===== src/rtl/prog_loader_if.sv =====
// Byte-stream input and memory port-B load bus of the boot program loader.
// slave = the loader itself; master = the stream source / memory side.
interface prog_loader_if #(
  parameter int ADDR_W = 32
);
  logic              io_start;
  logic              io_byte_valid;
  logic [7:0]        io_byte_data;
  logic              io_byte_ready;
  logic [ADDR_W-1:0] io_load_addr;
  logic [7:0]        io_load_data_in_0;
  logic [7:0]        io_load_data_in_1;
  logic [7:0]        io_load_data_in_2;
  logic [7:0]        io_load_data_in_3;
  logic              io_load_we;
  logic              io_en_B;
  logic              io_core_hold;
  logic              io_done;
  logic              io_error;

  modport slave (
    input  io_start, io_byte_valid, io_byte_data,
    output io_byte_ready, io_load_addr,
           io_load_data_in_0, io_load_data_in_1, io_load_data_in_2, io_load_data_in_3,
           io_load_we, io_en_B, io_core_hold, io_done, io_error
  );

  modport master (
    output io_start, io_byte_valid, io_byte_data,
    input  io_byte_ready, io_load_addr,
           io_load_data_in_0, io_load_data_in_1, io_load_data_in_2, io_load_data_in_3,
           io_load_we, io_en_B, io_core_hold, io_done, io_error
  );
endinterface


===== src/rtl/prog_loader.sv =====
// Boot loader: 4-byte LE word count, then LE data words, one port-B write per word.
// Write is a registered one-cycle WRITE state after the 4th byte; ready drops for that cycle, valid low stalls anywhere.
module prog_loader #(
  parameter int MEM_SIZE = 1024,
  parameter int ADDR_W   = 32
) (
  input  logic        clock,
  input  logic        reset,
  prog_loader_if.slave bus
);

  localparam logic [2:0] IDLE  = 3'd0;
  localparam logic [2:0] LEN   = 3'd1;
  localparam logic [2:0] DATA  = 3'd2;
  localparam logic [2:0] WRITE = 3'd3;
  localparam logic [2:0] DONE  = 3'd4;
  localparam logic [2:0] ERR   = 3'd5;

  logic [2:0]        state;
  logic [1:0]        byte_cnt;
  logic [31:0]       word_cnt;
  logic [31:0]       len_n;
  logic [ADDR_W-1:0] addr;
  logic [23:0]       shadow;
  logic [31:0]       lanes;
  logic              xfer;
  logic [31:0]       len_full;

  assign bus.io_byte_ready = (state == LEN) || (state == DATA);
  assign xfer              = bus.io_byte_valid && bus.io_byte_ready;
  assign len_full          = {bus.io_byte_data, len_n[23:0]};

  assign bus.io_load_we        = (state == WRITE);
  assign bus.io_en_B           = (state == WRITE);
  assign bus.io_load_addr      = addr;
  assign bus.io_load_data_in_0 = lanes[7:0];
  assign bus.io_load_data_in_1 = lanes[15:8];
  assign bus.io_load_data_in_2 = lanes[23:16];
  assign bus.io_load_data_in_3 = lanes[31:24];
  assign bus.io_done           = (state == DONE);
  assign bus.io_error          = (state == ERR);
  assign bus.io_core_hold      = (state != DONE);

  always_ff @(posedge clock) begin
    if (reset) begin
      state    <= IDLE;
      byte_cnt <= 2'd0;
      word_cnt <= 32'd0;
      len_n    <= 32'd0;
      addr     <= '0;
      shadow   <= 24'd0;
      lanes    <= 32'd0;
    end else begin
      case (state)
        IDLE, DONE, ERR: begin
          if (bus.io_start) begin
            state    <= LEN;
            byte_cnt <= 2'd0;
            word_cnt <= 32'd0;
            len_n    <= 32'd0;
            addr     <= '0;
          end
        end
        LEN: begin
          if (xfer) begin
            len_n[{byte_cnt, 3'b000} +: 8] <= bus.io_byte_data;
            byte_cnt <= byte_cnt + 2'd1;
            if (byte_cnt == 2'd3) begin
              if (len_full == 32'd0)
                state <= DONE;
              else if (len_full > 32'(MEM_SIZE))
                state <= ERR;
              else
                state <= DATA;
            end
          end
        end
        DATA: begin
          if (xfer) begin
            byte_cnt <= byte_cnt + 2'd1;
            // Output lanes only change when a full word is ready, so the
            // previous word stays visible while the next one assembles.
            if (byte_cnt == 2'd3) begin
              lanes <= {bus.io_byte_data, shadow};
              state <= WRITE;
            end else begin
              shadow[{byte_cnt, 3'b000} +: 8] <= bus.io_byte_data;
            end
          end
        end
        WRITE: begin
          addr     <= addr + ADDR_W'(1);
          word_cnt <= word_cnt + 32'd1;
          if (word_cnt + 32'd1 == len_n)
            state <= DONE;
          else
            state <= DATA;
        end
        default: state <= IDLE;
      endcase
    end
  end

endmodule

===== src/flat_wrapper.sv =====
// flat-port wrapper written by rule: the top's interface ports become plain ports
module prog_loader_flat 
#(
  parameter int MEM_SIZE = 1024,
  parameter int ADDR_W   = 32
)
  (clock, reset, bus_io_start, bus_io_byte_valid, bus_io_byte_data, bus_io_byte_ready, bus_io_load_addr, bus_io_load_data_in_0, bus_io_load_data_in_1, bus_io_load_data_in_2, bus_io_load_data_in_3, bus_io_load_we, bus_io_en_B, bus_io_core_hold, bus_io_done, bus_io_error);
  prog_loader_if #(.ADDR_W(ADDR_W)) bus_i ();
  input  logic clock;
  input  logic reset;
  input wire logic [$bits(bus_i.io_start)-1:0] bus_io_start;
  input wire logic [$bits(bus_i.io_byte_valid)-1:0] bus_io_byte_valid;
  input wire logic [$bits(bus_i.io_byte_data)-1:0] bus_io_byte_data;
  output wire logic [$bits(bus_i.io_byte_ready)-1:0] bus_io_byte_ready;
  output wire logic [$bits(bus_i.io_load_addr)-1:0] bus_io_load_addr;
  output wire logic [$bits(bus_i.io_load_data_in_0)-1:0] bus_io_load_data_in_0;
  output wire logic [$bits(bus_i.io_load_data_in_1)-1:0] bus_io_load_data_in_1;
  output wire logic [$bits(bus_i.io_load_data_in_2)-1:0] bus_io_load_data_in_2;
  output wire logic [$bits(bus_i.io_load_data_in_3)-1:0] bus_io_load_data_in_3;
  output wire logic [$bits(bus_i.io_load_we)-1:0] bus_io_load_we;
  output wire logic [$bits(bus_i.io_en_B)-1:0] bus_io_en_B;
  output wire logic [$bits(bus_i.io_core_hold)-1:0] bus_io_core_hold;
  output wire logic [$bits(bus_i.io_done)-1:0] bus_io_done;
  output wire logic [$bits(bus_i.io_error)-1:0] bus_io_error;
  assign bus_i.io_start = bus_io_start;
  assign bus_i.io_byte_valid = bus_io_byte_valid;
  assign bus_i.io_byte_data = bus_io_byte_data;
  assign bus_io_byte_ready = bus_i.io_byte_ready;
  assign bus_io_load_addr = bus_i.io_load_addr;
  assign bus_io_load_data_in_0 = bus_i.io_load_data_in_0;
  assign bus_io_load_data_in_1 = bus_i.io_load_data_in_1;
  assign bus_io_load_data_in_2 = bus_i.io_load_data_in_2;
  assign bus_io_load_data_in_3 = bus_i.io_load_data_in_3;
  assign bus_io_load_we = bus_i.io_load_we;
  assign bus_io_en_B = bus_i.io_en_B;
  assign bus_io_core_hold = bus_i.io_core_hold;
  assign bus_io_done = bus_i.io_done;
  assign bus_io_error = bus_i.io_error;
  prog_loader #(.MEM_SIZE(MEM_SIZE), .ADDR_W(ADDR_W)) u_core (.clock(clock), .reset(reset), .bus(bus_i));
endmodule

===== config.mk =====
export PLATFORM = sky130hd
export DESIGN_NAME = prog_loader_flat
export DESIGN_NICKNAME = d
export VERILOG_FILES = /design/src/rtl/prog_loader_if.sv /design/src/rtl/prog_loader.sv /design/src/flat_wrapper.sv
export SDC_FILE = /design/constraint.sdc
export NUM_CORES = 1
export LEC_CHECK = 0
export CAP_MARGIN = 10
export CORE_MARGIN = 2
export CORE_UTILIZATION = 48
export DETAILED_ROUTE_END_ITERATION = 12
export PLACE_DENSITY = 0.8
export REMOVE_ABC_BUFFERS = 1
export SETUP_SLACK_MARGIN = 0.4
export SYNTH_ARGS = -nofsm -noshare
export SYNTH_HDL_FRONTEND = slang
export SYNTH_SLANG_ARGS = --single-unit

===== constraint.sdc =====
create_clock -name clock -period 3.5 [get_ports clock]
set_input_delay 1.05 -clock clock [delete_from_list [all_inputs] [get_ports clock]]
set_output_delay 1.05 -clock clock [all_outputs]
set_load 0.03 [all_outputs]

Word level (Yosys, flattened, before mapping)
Cells that the tools add are included.

operators by class
  $add $sub $neg = 4
  shift-type cells = 4
  magnitude comparators = 1
  bitwise gates (word level) = 1
  eq/ne operators = 14
  reductions and logical operators = 15
  mux-type cells = 19

operator list
  kind                                                                     number
  32-bit one-hot mux with 2 select lines                                   3
  32-bit by 1-bit adder with 32-bit output (second input constant)         2
  32-bit 2-to-1 mux                                                        2
  32-bit bitwise mux                                                       1
  32-bit equality test                                                     1
  32-bit by 11-bit > comparator with 1-bit output (second input constant)  1
  32-bit zero test                                                         1
  8-bit by 7-bit variable shift with 32-bit output (first input constant)  1
  8-bit by 7-bit variable part select with 32-bit output                   1
  24-bit bitwise mux                                                       1
  3-bit 2-to-1 mux                                                         8
  8-bit by 7-bit variable shift with 24-bit output (first input constant)  1
  8-bit by 7-bit variable part select with 24-bit output                   1
  3-bit one-hot mux with 4 select lines                                    1
  3-bit AND reduction                                                      4
  5-bit negator with 7-bit output                                          1
  3-bit by 2-bit equality test with 1-bit output (second input constant)   2
  3-bit equality test (second input constant)                              2
  2-bit by 1-bit != test with 1-bit output (second input constant)         3
  2-bit != test (second input constant)                                    3
  2-bit nonzero test                                                       3
  5-bit AND reduction                                                      1
  2-bit 2-to-1 mux                                                         2
  2-bit one-hot mux with 2 select lines                                    1
  11 further kinds                                                         11

word-level totals
  register bits after elaboration = 157
  logic and storage cells = 65
  bits of input ports = 12
  output and inout port bits = 70

Logic depth before layout (Yosys ltp)
Gate-level depths: netlist of the first run.

  depth after elaboration = 6
  mapped depth = 11
  gate-level depth less buffers = 9

Least setup slack after synthesis of the first run
OpenSTA, ideal clock, no wires.

  kind = register to register
  start = reg u_core.word_cnt[1]
  end = reg u_core.state[2]
  required time = 3.420 ns
  path buffers = 2
  path slack = 0.546 ns
  library setup time = 0.080 ns
  period minus slack after synthesis = 2.954 ns
  data arrival time = 2.874 ns
  cell stages (with the launch flop) = 12
  path through = dfxtp_1 -> ha_1 -> buf_2 -> nand4_1 -> nor3_1 -> or4b_2 -> clkbuf_1 -> xnor2_1 -> or3_1 -> nor4_1 -> nand4_1 -> a211oi_2

on the way
  cells in the longest elaborated chain, start to end = 4

ends and longest elaborated chain
  element                                   line               RTL
  start, declared                           prog_loader.sv:21  logic [31:0] word_cnt;
  start signal, assigned                    prog_loader.sv:93  word_cnt <= word_cnt + 32'd1;
  32-bit by 1-bit adder with 32-bit output  prog_loader.sv:94  if (word_cnt + 32'd1 == len_n)
  32-bit equality test                      prog_loader.sv:94
  3-bit 2-to-1 mux                          prog_loader.sv:94
  3-bit one-hot mux with 4 select lines     prog_loader.sv:54  case (state)
  end signal, assigned                      prog_loader.sv:57  state <= LEN;
  end signal, assigned                      prog_loader.sv:95  state <= DONE;
  end signal, assigned                      prog_loader.sv:97  state <= DATA;
  end, declared                             prog_loader.sv:19  logic [2:0] state;

No other way between the ends.
A chain may end at the register's enable or synchronous reset.

Worst setup path in the final report of the first run
Ends and elaborated chain as after synthesis.

==> flow_summary.ini, run 1 <==
[status]
status = finished clean

[critical_path]
cp_max_fo = 6
start_kind = flip-flop
end_kind = flip-flop
critPathKind = flip-flop to flip-flop
r2r_slack_ns = 0.47
timing.rr.end = u_core.state[2]$_SDFFE_PP0P_
arrival_ns = 3.39
r2r_cells = 9
worst_ep_required_time_ns = 3.86
r2r_start = u_core.word_cnt[1]$_SDFFE_PP0P_

[place]
gp_congestion = 0.9321
dp_hpwl_mm = 15.34
place_ws_ns = 0.3663
port-buffer-count = 81

[power_and_ir_drop]
power.switching_w = 0.0009132
power_frac_clock_pct = 49.1
p_comb_share_pct = 4.7
seqPwrFrac_pct = 46.2
intPower_w = 0.002988
report.power.total_w = 0.003901
p_sw_share_pct = 23.41
power.density_nw_per_um2 = 400.7
vdd_ir_drop_max_mv = 0.3663
leakagePower_nw = 3.292

[routing]
routed_via_density = 5.962
firstDrtPassIters = 6
dr.first_iter.drc_count = 873
wl_mm = 22.67
ant_nets = 0
drc = 0
vias = 8091
post_drt_wl_per_cell_um = 16.71

[cts]
path_clk_slew_ns = 0.06
cts_setup_buffers = 0
cts_buffers = 17
clk_latency_ns = 0.44
clock-sinks = 157
cts_tree = yes
cts.path.max_buffers = 2
htree_levels = 4
root_buffer = clkbuf_16

[global_routing]
grt_pass1_vias = 7310
grt_pass1_wl_mm = 36.84
grt_use_total_pct = 25.26
antenna_found_initial = 0
grt-ovfl-total = 0
grt_max_degree = 86

[floorplan]
die_area_sq_um = 17940
num_rows = 47
ioPinCount = 82
start_util_pct = 49.05
design.core.area_sq_um = 16520
die-height_um = 133.9
fp.dieW_um = 133.9

[sta]
rsz0062_at_grt = yes
layout_setup_ws_ns = 0.4719
setup_violations = 0
skew_ns = 0.008232
period_minus_slack_ns = 3.028
relSlewSlack_pct = 48.01
hold_viol_final = 0
timing.fmax_mhz = 330.2
fin_crit_sh_pct = 86.52
tightestPinTransition_ns = 0.7739
slew_violations = 0

[hold_path]
hold_path_depth = 2
min_to = u_core.lanes[17]$_SDFFE_PP0P_
hold_class = flip-flop to flip-flop
hp-start = u_core.shadow[17]$_SDFFE_PP0P_

[finish]
multi_input_area_sq_um = 4596
areaGrowthSynthToFinish_pct = 20.10
layout_commonest_cell = nand2_1
n_antenna_cell = 0
mostFrequentLayoutCells = 166 x nand2_1, 155 x dfxtp_1, 121 x a21oi_1
nets = 1144
layout-drive-gt1-share_pct = 8.619
seq_area_sq_um = 3146
fillers = 1457

[logic_synthesis]
synth_edf_count = 0
netlist.area_leader.share_pct = 38.78
synth_area_leaders = dfxtp_1 39%, nand2_1 7.7%, a21oi_1 7.5%, nor2_1 5.2%, nand3_1 5.1%
synth-async-reset-ratio_pct = 0
synth_top_cell_by_area = dfxtp_1
synth.distinct_cells = 60
synth-seq-area-share_pct = 38.78
synth-seq-cells = 157
syn_area_sq_um = 8105
synth_ff_type = dfxtp_1
ys_warn_count = 0
syn_inst = 1075
avgSynthCellArea_sq_um = 7.540

[job]
max_cap_viol_count = 0
logic make-up (layout without fill, tap and decap cells):
| kind of cell | after synthesis | after routing | share of synthesized area (%) |
|---|---|---|---|
| fa+ha+maj | 6 | 6 | 0.9262 |
| buf+inv | 92 | 154 | 4.585 |
| xor+xnor | 46 | 46 | 4.971 |
| flops | 157 | 157 | 38.78 |
| compound gates | 230 | 230 | 17.01 |
| simple gates | 528 | 528 | 31.58 |
| mux | 16 | 16 | 2.146 |
critical path, cell delays in order, from the launching register on:
cell and delay (ns):
dfxtp_1 0.47, ha_1 0.22, nand4_1 0.14, nor3_2 0.25, or4b_2 0.71, xnor2_1 0.18
or3_1 0.30, nor4_1 0.32, nand4_1 0.15, a211oi_2 0.22
area by class of cell:
class	instances	area share, %
clock buffer	18	4.512
sequential	157	32.31
timing repair buffer	115	11.12
inverter	9	0.3470
clock inverter	12	1.671
tap	220	2.828
multi-input combinational	826	47.21
repair_timing:
item	4_1_cts	5_1_grt
gates resized for setup	2	2
hold buffers	0	0
setup endpoints to repair	2	6
metrics by stage:
stage / area [sq um] / utilization (%) / hold slack, ns / setup TNS [ns] / cells
after floorplan: 7767 / - / 0.4260 / -0.1854 / 992
after global placement: 9126 / 55.23 / 0.4398 / 0 / 1327
after detailed placement: 9126 / 55.23 / 0.4455 / 0 / 1327
after CTS: 9732 / 58.89 / 0.4540 / 0 / 1357
after global routing: 9734 / 58.91 / 0.4626 / 0 / 1357
final: 9734 / 58.91 / 0.4505 / 0 / 1357
routing by layer:
| metal | wire (um) | GRT usage [%] | part of all wire (%) |
|---|---|---|---|
| met5 | 0 | 0 | 0 |
| met4 | 659 | 10.17 | 2.9 |
| met1 | 9879 | 33.44 | 44 |
| met2 | 10630 | 39.40 | 47 |
| met3 | 1504 | 6.463 | 6.6 |
flip-flops by register name (all words and copies together) (netlist names):
| register | cells |
|---|---|
| u_core.state | 3 |
| u_core.byte_cnt | 2 |
| u_core.lanes | 32 |
| u_core.bus.io_load_addr | 32 |
| u_core.word_cnt | 32 |
| u_core.shadow | 24 |
| u_core.len_n | 32 |
power groups by stage:
stage          clock network [W]  registers, W  logic [W]
3_5_place_dp                   0       0.00184   0.000178
4_1_cts                  0.00194       0.00180   0.000179
5_1_grt                  0.00201       0.00180   0.000195
2_1_floorplan                  0       0.00184  0.0000757
6_report                 0.00192       0.00180   0.000182
3_3_place_gp                   0       0.00184   0.000177
worst max path at each step:
stage,depth (start not counted),slack (ns),to,startpoint
after floorplan,7,-0.08,u_core.bus.io_load_addr[28]$_SDFFE_PP0P_,u_core.state[0]$_SDFFE_PP0P_
after global placement,9,0.46,u_core.state[2]$_SDFFE_PP0P_,u_core.word_cnt[0]$_SDFFE_PP0P_
after detailed placement,9,0.37,u_core.state[2]$_SDFFE_PP0P_,u_core.word_cnt[0]$_SDFFE_PP0P_
after CTS,9,0.42,u_core.state[2]$_SDFFE_PP0P_,u_core.word_cnt[0]$_SDFFE_PP0P_
after global routing,9,0.34,u_core.state[2]$_SDFFE_PP0P_,u_core.word_cnt[1]$_SDFFE_PP0P_
final,9,0.47,u_core.state[2]$_SDFFE_PP0P_,u_core.word_cnt[1]$_SDFFE_PP0P_
synth_stat cells, drive strengths merged (2+ instances only):
library cell	n
nand2	166
dfxtp	157
a21oi	121
nor2	114
nand3	83
clkbuf	67
o21ai	32
a22oi	29
nor3	28
nor4	26
xnor2	26
nand4	22
xor2	20
and3	18
buf	16
mux2	11
or3	11
a211oi	10
and2	10
inv	9
a311oi	8
nor2b	8
a31oi	6
ha	6
nand2b	6
or2	6
and4	5
mux2i	5
nor3b	5
or4	5
a211o	4
nand3b	4
nor4b	4
o21a	4
nand4b	3
or4b	3
a2111oi	2
a31o	2
o211ai	2
o31a	2
No activity file was read; power rests on OpenSTA's default activity.
==> run 2, diff against run 1 <==
ABC_AREA = 1   (was unset)
SETUP_SLACK_MARGIN = 0.3   (was 0.4)
==> run 2 against run 1 <==
  * Register-to-register slack better by 0.48 ns
  * Final cell count is 19% higher
  * First-iteration DRC count is 4.1% higher
  * Global-route usage is 0.43 points higher
==> flow_summary.ini, run 2 <==
[sta]
fin_crit_sh_pct = 88.60
setup_violations = 0
hold_viol_final = 0
period_minus_slack_ns = 3.101
timing.fmax_mhz = 322.5
tns_ns = 0
slew_violations = 0
final.hold.worst_slack_ns = 0.4588
relSlewSlack_pct = 32.19
skew_ns = 0.01134
tightestPinTransition_ns = 1.016
rsz0062_at_grt = no

[place]
gp_congestion = 0.9913
port-buffer-count = 81
dp.cells = 1589
dp_hpwl_mm = 16.96

[cts]
clk_latency_ns = 0.42
cts_buffers = 17
root_buffer = clkbuf_16
clock-sinks = 157
cts_resized = 1
cts_setup_buffers = 0
cts_tree = yes
path_clk_slew_ns = 0.06
cts.path.max_buffers = 2
htree_levels = 4
ctsHoldBuffers = 0

[global_routing]
antenna_found_initial = 0
grt_max_degree = 65
grt_use_total_pct = 25.68
grt-ovfl-total = 0
grt_pass1_wl_mm = 38.55
grt_pass1_vias = 8017

[routing]
drc = 0
firstDrtPassIters = 5
dr.first_iter.drc_count = 909
routed_via_density = 5.500
ant_nets = 0
wl_mm = 23.62
post_drt_wl_per_cell_um = 14.57
vias = 8916

[floorplan]
fp.dieW_um = 136.8
start_util_pct = 48.94
die-height_um = 136.8
num_rows = 48
die_area_sq_um = 18710
design.core.area_sq_um = 17300
ioPinCount = 82

[logic_synthesis]
avgSynthCellArea_sq_um = 6.437
synth_edf_count = 0
synth_area_leaders = dfxtp_1 37%, nand2_1 18%, nand3_1 9.2%, a21oi_1 7.6%, inv_1 5.5%
netlist.area_leader.share_pct = 37.13
yosysMostFrequentCell = nand2_1
synth_top_family_by_area = simple AND/OR/NAND/NOR gates
synth-async-reset-ratio_pct = 0
yosys.area_share.adder_pct = 0.8869
synth-xor-area-share_pct = 0.3843
synth-seq-area-share_pct = 37.13
synth-seq-cells = 157
syn_area_sq_um = 8464
synth.distinct_cells = 45
muxShareOfSynthArea_pct = 0
synth_top_cell_by_area = dfxtp_1
synth.top_cells.by_count = 406 x nand2_1, 157 x dfxtp_1, 156 x nand3_1
syn_inst = 1315
ys_warn_count = 0
synth_ff_type = dfxtp_1
synthSimpleGateAreaFrac_pct = 40.52
synth_compound_area_share_pct = 13.01

[critical_path]
r2r_start = u_core.word_cnt[0]$_SDFFE_PP0P_
r2r_slack_ns = 0.95
start_kind = flip-flop
cp_max_fo = 10
cpMaxStageDelayCell = clkdlybuf4s50_1
critPathKind = flip-flop to output port
crit_buf_inv = 2
timing.rr.end = u_core.state[1]$_SDFFE_PP0P_
cp_cell_sequence = nand3_2 -> inv_2 -> clkdlybuf4s50_1
r2r_cells = 16
critPathTopFamily = buffers and inverters
end_kind = output port
arrival_ns = 2.05
critPathMaxStageDelay_ns = 0.69
worst_ep_required_time_ns = 2.45

[finish]
areaGrowthSynthToFinish_pct = 18.63
fillers = 1605
mostFrequentLayoutCells = 406 x nand2_1, 157 x dfxtp_1, 156 x nand3_1
final_util_pct = 58.05
nets = 1401
layout_commonest_cell = nand2_1
n_antenna_cell = 0
fin_cells = 1621
layout-drive-gt1-share_pct = 6.805

[job]
max_cap_viol_count = 0

[hold_path]
min_to = u_core.shadow[7]$_SDFFE_PP0P_
hp-start = u_core.shadow[7]$_SDFFE_PP0P_
hold_class = flip-flop to flip-flop
hold_path_depth = 2

[power_and_ir_drop]
power.density_nw_per_um2 = 410.9
leakagePower_nw = 3.512
report.power.total_w = 0.004126
vdd_ir_drop_max_mv = 0.3507

[status]
status = finished clean
## run 2: cell types whose count changed in the layout (fill, tap and decap cells not counted), sizes merged, moves of 23 or more
| cell | before | now |
|---|---|---|
| inv | 12 | 138 |
| buf | 37 | 14 |
| a22oi | 29 | 1 |
| nand3 | 83 | 159 |
| xnor2 | 26 | 1 |
| nand2 | 166 | 416 |
## run 2: logic make-up after synthesis
family	after synthesis
simple gates	770
xor+xnor	2
fa+ha+maj	6
flops	157
compound gates	202
buf+inv	178
## run 2: how the worst max path moves through the flow
stage / start / to / slack [ns] / depth (start not counted)
4_1_cts: u_core.state[0]$_SDFFE_PP0P_ / bus_io_en_B / 0.40 / 3
3_5_place_dp: bus_io_start / u_core.len_n[26]$_SDFFE_PP0P_ / 0.45 / 8
2_1_floorplan: bus_io_start / u_core.bus.io_load_addr[11]$_SDFFE_PP0P_ / 0.87 / 7
6_report: u_core.state[0]$_SDFFE_PP0P_ / bus_io_en_B / 0.40 / 3
3_3_place_gp: bus_io_start / u_core.len_n[29]$_SDFFE_PP0P_ / 0.56 / 8
5_1_grt: u_core.state[0]$_SDFFE_PP0P_ / bus_io_en_B / 0.31 / 3
## run 2: worst reg2reg max path, cell delays in order (launching register included)
cell and delay (ns):
dfxtp_1 0.45, ha_1 0.26, nand2_2 0.14, nor2_8 0.22
nand2_4 0.14, nor2_1 0.22, nand3_1 0.13, nand3_1 0.12
nand2_1 0.06, nor2_1 0.10, nand2_1 0.09, nor2_1 0.13
nand3_1 0.09, nand2_1 0.08, nand2_1 0.06, nand2_1 0.06
a21oi_1 0.05
## run 2: report_power, final
part / internal [W] / switching, W / leakage (nW) / total, W
logic: 0.000128 / 0.000336 / 1.97 / 0.000464
clock network: 0.00102 / 0.000794 / 0.277 / 0.00181
registers: 0.00182 / 0.0000306 / 1.27 / 0.00185
## run 2: metrics by stage
stage	setup WS, ns	instance area [sq um]
global route	0.3076	10040
floorplan	0.8664	8280
global placement	0.5605	9468
detailed placement	0.4490	9468
CTS	0.3960	10040
finish	0.3989	10040
## run 2: metal layers
layer,track usage (%),wire length (um),vias up
met5,0,0,-
met4,9.851,635,0
met3,4.815,1578,57
met2,41.61,10980,356
met1,33.93,10430,4048
li1,-,-,4455
## run 2: cell type report
type	instances	area, sq um	area share, %
multi-input combinational	980	4638	46.19
sequential	157	3143	31.30
timing repair buffer	94	904.6	9.009
inverter	133	499.2	4.972
clock buffer	19	442.9	4.411
tap	225	281.5	2.804
clock inverter	13	131.4	1.308
==> run 3, diff against run 2 <==
RECOVER_POWER = 25   (was unset)
==> run 3 against run 2 <==
  * Clock skew fell by 0.0022 ns
  * Clock power barely moved
  * Fmax fell by 2.2%
  * Largest power group unchanged
  * Flip-flop and latch count did not move
  * Global-route usage did not move
  * Setup slack got worse by 0.071 ns
  * Wire length barely moved
  * Total power fell by 0.12%
==> flow_summary.ini, run 3 (synthesized netlist as in run 2, its figures left out) <==
[status]
status = finished clean

[global_routing]
antenna_found_initial = 0
grt-ovfl-total = 0
grt_max_degree = 65
grt_use_total_pct = 25.68
grt_pass1_wl_mm = 38.55
grt_pass1_vias = 8017

[routing]
vias = 8889
drc = 0
firstDrtPassIters = 6
routed_via_density = 5.484
post_drt_wl_per_cell_um = 14.57
ant_nets = 0
dr.first_iter.drc_count = 887
wl_mm = 23.62

[finish]
layout-drive-gt1-share_pct = 6.447
areaGrowthSynthToFinish_pct = 18.37
final_util_pct = 57.93
mostFrequentLayoutCells = 406 x nand2_1, 157 x dfxtp_1, 156 x nand3_1
n_antenna_cell = 0
nets = 1401
layout_commonest_cell = nand2_1
fin_cells = 1621

[cts]
cts_buffers = 17
root_buffer = clkbuf_16
ctsHoldBuffers = 0
cts_setup_buffers = 0
cts_resized = 1
cts_tree = yes
clock-sinks = 157
htree_levels = 4
cts.path.max_buffers = 2
path_clk_slew_ns = 0.06
clk_latency_ns = 0.42

[floorplan]
num_rows = 48
design.core.area_sq_um = 17300
die-height_um = 136.8
ioPinCount = 82
fp.dieW_um = 136.8
die_area_sq_um = 18710
start_util_pct = 48.94

[critical_path]
critPathTopFamily = simple AND/OR/NAND/NOR gates
start_kind = flip-flop
cp_cell_sequence = nand2_1 -> nor2_1 -> clkinv_1 -> nand2_1 -> dlygate4sd2_1
critPathKind = flip-flop to output port
crit_path_frequent_cell = nand2_1
end_kind = output port
worst_ep_required_time_ns = 2.45
critPathMaxStageDelay_ns = 0.48
crit_buf_inv = 2
arrival_ns = 2.12
cp_max_fo = 6
cpMaxStageDelayCell = dfxtp_1

[place]
dp_hpwl_mm = 16.96
place_ws_ns = 0.4490
port-buffer-count = 81
dp.cells = 1589
gp_congestion = 0.9913

[sta]
slew_violations = 0
setup_violations = 0
hold_viol_final = 0
rsz0062_at_grt = no
relSlewSlack_pct = 6.902
layout_setup_ws_ns = 0.3281
period_minus_slack_ns = 3.172
skew_ns = 0.009134
timing.fmax_mhz = 315.3
fin_crit_sh_pct = 90.63
tightestPinTransition_ns = 1.396
tns_ns = 0

[power_and_ir_drop]
leakagePower_nw = 3.501
power.density_nw_per_um2 = 411.3
vdd_ir_drop_max_mv = 0.3526

[hold_path]
hold_class = flip-flop to flip-flop

[job]
max_cap_viol_count = 0
==> run 3: metrics by stage <==
stage                     area (sq um)  hold WS [ns]  power, W
after floorplan                   8280        0.4261  0.002160
after global placement            9468        0.4366  0.002339
after detailed placement          9468        0.4466  0.002343
after CTS                        10040        0.4606  0.004137
after global routing             10020        0.4822  0.004270
final                            10020        0.4596  0.004121
==> run 3: cell type report <==
type / count / area (sq um)
multi-input combinational: 980 / 4628
clock buffer: 19 / 442.9
inverter: 133 / 499.2
sequential: 157 / 3143
tap: 225 / 281.5
fill: 1610 / 7277
clock inverter: 13 / 131.4
timing repair buffer: 94 / 893.4
==> run 3: final timing paths <==
check | start | end | cells past startpoint | slack [ns]
max reg2reg | u_core.byte_cnt[0]$_SDFFE_PP0P_ | u_core.lanes[31]$_SDFFE_PP0P_ | 7 | 0.85
min | u_core.shadow[7]$_SDFFE_PP0P_ | u_core.shadow[7]$_SDFFE_PP0P_ | 2 | 0.46
max | u_core.state[0]$_SDFFE_PP0P_ | bus_io_byte_ready | 5 | 0.33
min reg2reg | u_core.shadow[7]$_SDFFE_PP0P_ | u_core.shadow[7]$_SDFFE_PP0P_ | 2 | 0.46
==> run 3: worst min-delay path, cell delays in order (launching register included) <==
cell and delay, ns:
dfxtp_1 0.31, inv_1 0.05, a21oi_1 0.05
==> run 3: metal layers <==
layer  up-vias  GRT usage (%)  part of all wire (%)
met3        51          4.815                   6.9
met1      4026          33.93                    44
met5         -              0                     0
met2       359          41.61                    47
li1       4453              -                     -
met4         0          9.851                   2.7
==> run 3: report_power, final <==
part / switching [W] / internal (W)
combinational: 0.000332 / 0.000124
clock: 0.000798 / 0.00102
sequential: 0.0000302 / 0.00182
total: 0.00116 / 0.00296
==> RTL change (config.mk and constraints of run 3) <==
`ADDR_W` is set to 32 in 3 places; all go to 28.
--- a/src/rtl/prog_loader_if.sv
+++ b/src/rtl/prog_loader_if.sv
@@ -1,7 +1,7 @@
 // Byte-stream input and memory port-B load bus of the boot program loader.
 // slave = the loader itself; master = the stream source / memory side.
 interface prog_loader_if #(
-  parameter int ADDR_W = 32
+  parameter int ADDR_W = 28
 );
   logic              io_start;
   logic              io_byte_valid;
--- a/src/rtl/prog_loader.sv
+++ b/src/rtl/prog_loader.sv
@@ -2,7 +2,7 @@
 // Write is a registered one-cycle WRITE state after the 4th byte; ready drops for that cycle, valid low stalls anywhere.
 module prog_loader #(
   parameter int MEM_SIZE = 1024,
-  parameter int ADDR_W   = 32
+  parameter int ADDR_W   = 28
 ) (
   input  logic        clock,
   input  logic        reset,
--- a/src/flat_wrapper.sv
+++ b/src/flat_wrapper.sv
@@ -2,7 +2,7 @@
 module prog_loader_flat 
 #(
   parameter int MEM_SIZE = 1024,
-  parameter int ADDR_W   = 32
+  parameter int ADDR_W   = 28
 )
   (clock, reset, bus_io_start, bus_io_byte_valid, bus_io_byte_data, bus_io_byte_ready, bus_io_load_addr, bus_io_load_data_in_0, bus_io_load_data_in_1, bus_io_load_data_in_2, bus_io_load_data_in_3, bus_io_load_we, bus_io_en_B, bus_io_core_hold, bus_io_done, bus_io_error);
   prog_loader_if #(.ADDR_W(ADDR_W)) bus_i ();
Ports: changed (resized bus_io_load_addr); port bits go from 82 to 78. The function was not compared with the original's and may differ.
==> RTL change against run 3 <==
Synthesized area fell by 5.3%. Design area fell by 4.8%. Setup slack improved by 34 ps. Sequential cell count fell by 4. Critical endpoint unchanged. Routed wire length fell by 6.6%. Synthesized cell count fell by 6.0%. Die area fell by 5.2%. Critical path type unchanged. Via count fell by 6.7%. Core utilization barely moved. Largest power group is now clock. Total power fell by 1.2%. Cell count fell by 5.3%. Sequential power fell by 3%.
==> RTL change: results <==
metrics = {
    "outcome": {
        "status": "completed",
    },
    "routing": {
        "met3_length_um": 1343,
        "drtIter0Drc": 792,
        "wl_met2_um": 10310,
    },
    "cells_and_area": {
        "drive_gt1_share_pct": 5.399,
        "n_all_buffers": 88,
        "nMultiInputCombCells": 908,
        "final_nets": 1320,
        "clkCellAreaFrac_pct": 6.243,
        "syn2layout_area_growth_pct": 19.01,
        "seq_share_pct": 32.11,
        "bufAreaShareNonClock_pct": 8.814,
    },
    "pwr": {
        "peakVddDrop_v": 0.0003676,
        "p_leak_nw": 3.488,
    },
    "logic_synthesis": {
        "ys_ff_latch": 153,
        "synthTopCellsByArea": "dfxtp_1 (38%), nand2_1 (17%), a21oi_1 (8.2%), inv_1 (6.0%), nand3_1 (5.7%)",
    },
    "global_route": {
        "use_met1_pct": 33.09,
        "grt_util_all_layers_pct": 25.15,
        "first_global_vias": 7553,
    },
    "placed_design": {
        "placed_cell_area_mm2": 0.008980,
        "pre_cts_slack_ps": 537.7,
        "gp_congestion": 0.9679,
        "port_buffers": 77,
    },
    "timing": {
        "clock_skew_ps": 10.48,
    },
    "critical_path": {
        "path_delay_family": "buffers and inverters",
    },
}
## RTL change: worst paths after layout
kind                      start           endpoint  slack, ps  cells after the start
min reg2reg   u_core.shadow[15]  u_core.shadow[15]        460                      2
max reg2reg  u_core.byte_cnt[0]    u_core.lanes[7]        790                      7
min           u_core.shadow[15]  u_core.shadow[15]        460                      2
max             u_core.state[0]  bus_io_byte_ready        360                      7
## RTL change: cell families after synthesis
kind of cell | count (synthesis) | synth area share (%)
XOR/XNOR | 10 | 1.093
buffers and inverters | 175 | 8.352
AND/OR/NAND/NOR | 664 | 36.20
adder cells (fa/ha/maj) | 6 | 0.9366
AO/OA/AOI/OAI | 228 | 15.20
flip-flops | 153 | 38.21
## RTL change: power by group through the flow
stage,sequential (mW),combinational (mW),clock (mW)
floorplan,1.83,0.283,0
global placement,1.83,0.437,0
detailed placement,1.83,0.441,0
global route,1.79,0.484,1.94
finish,1.79,0.437,1.84
CTS,1.79,0.444,1.86
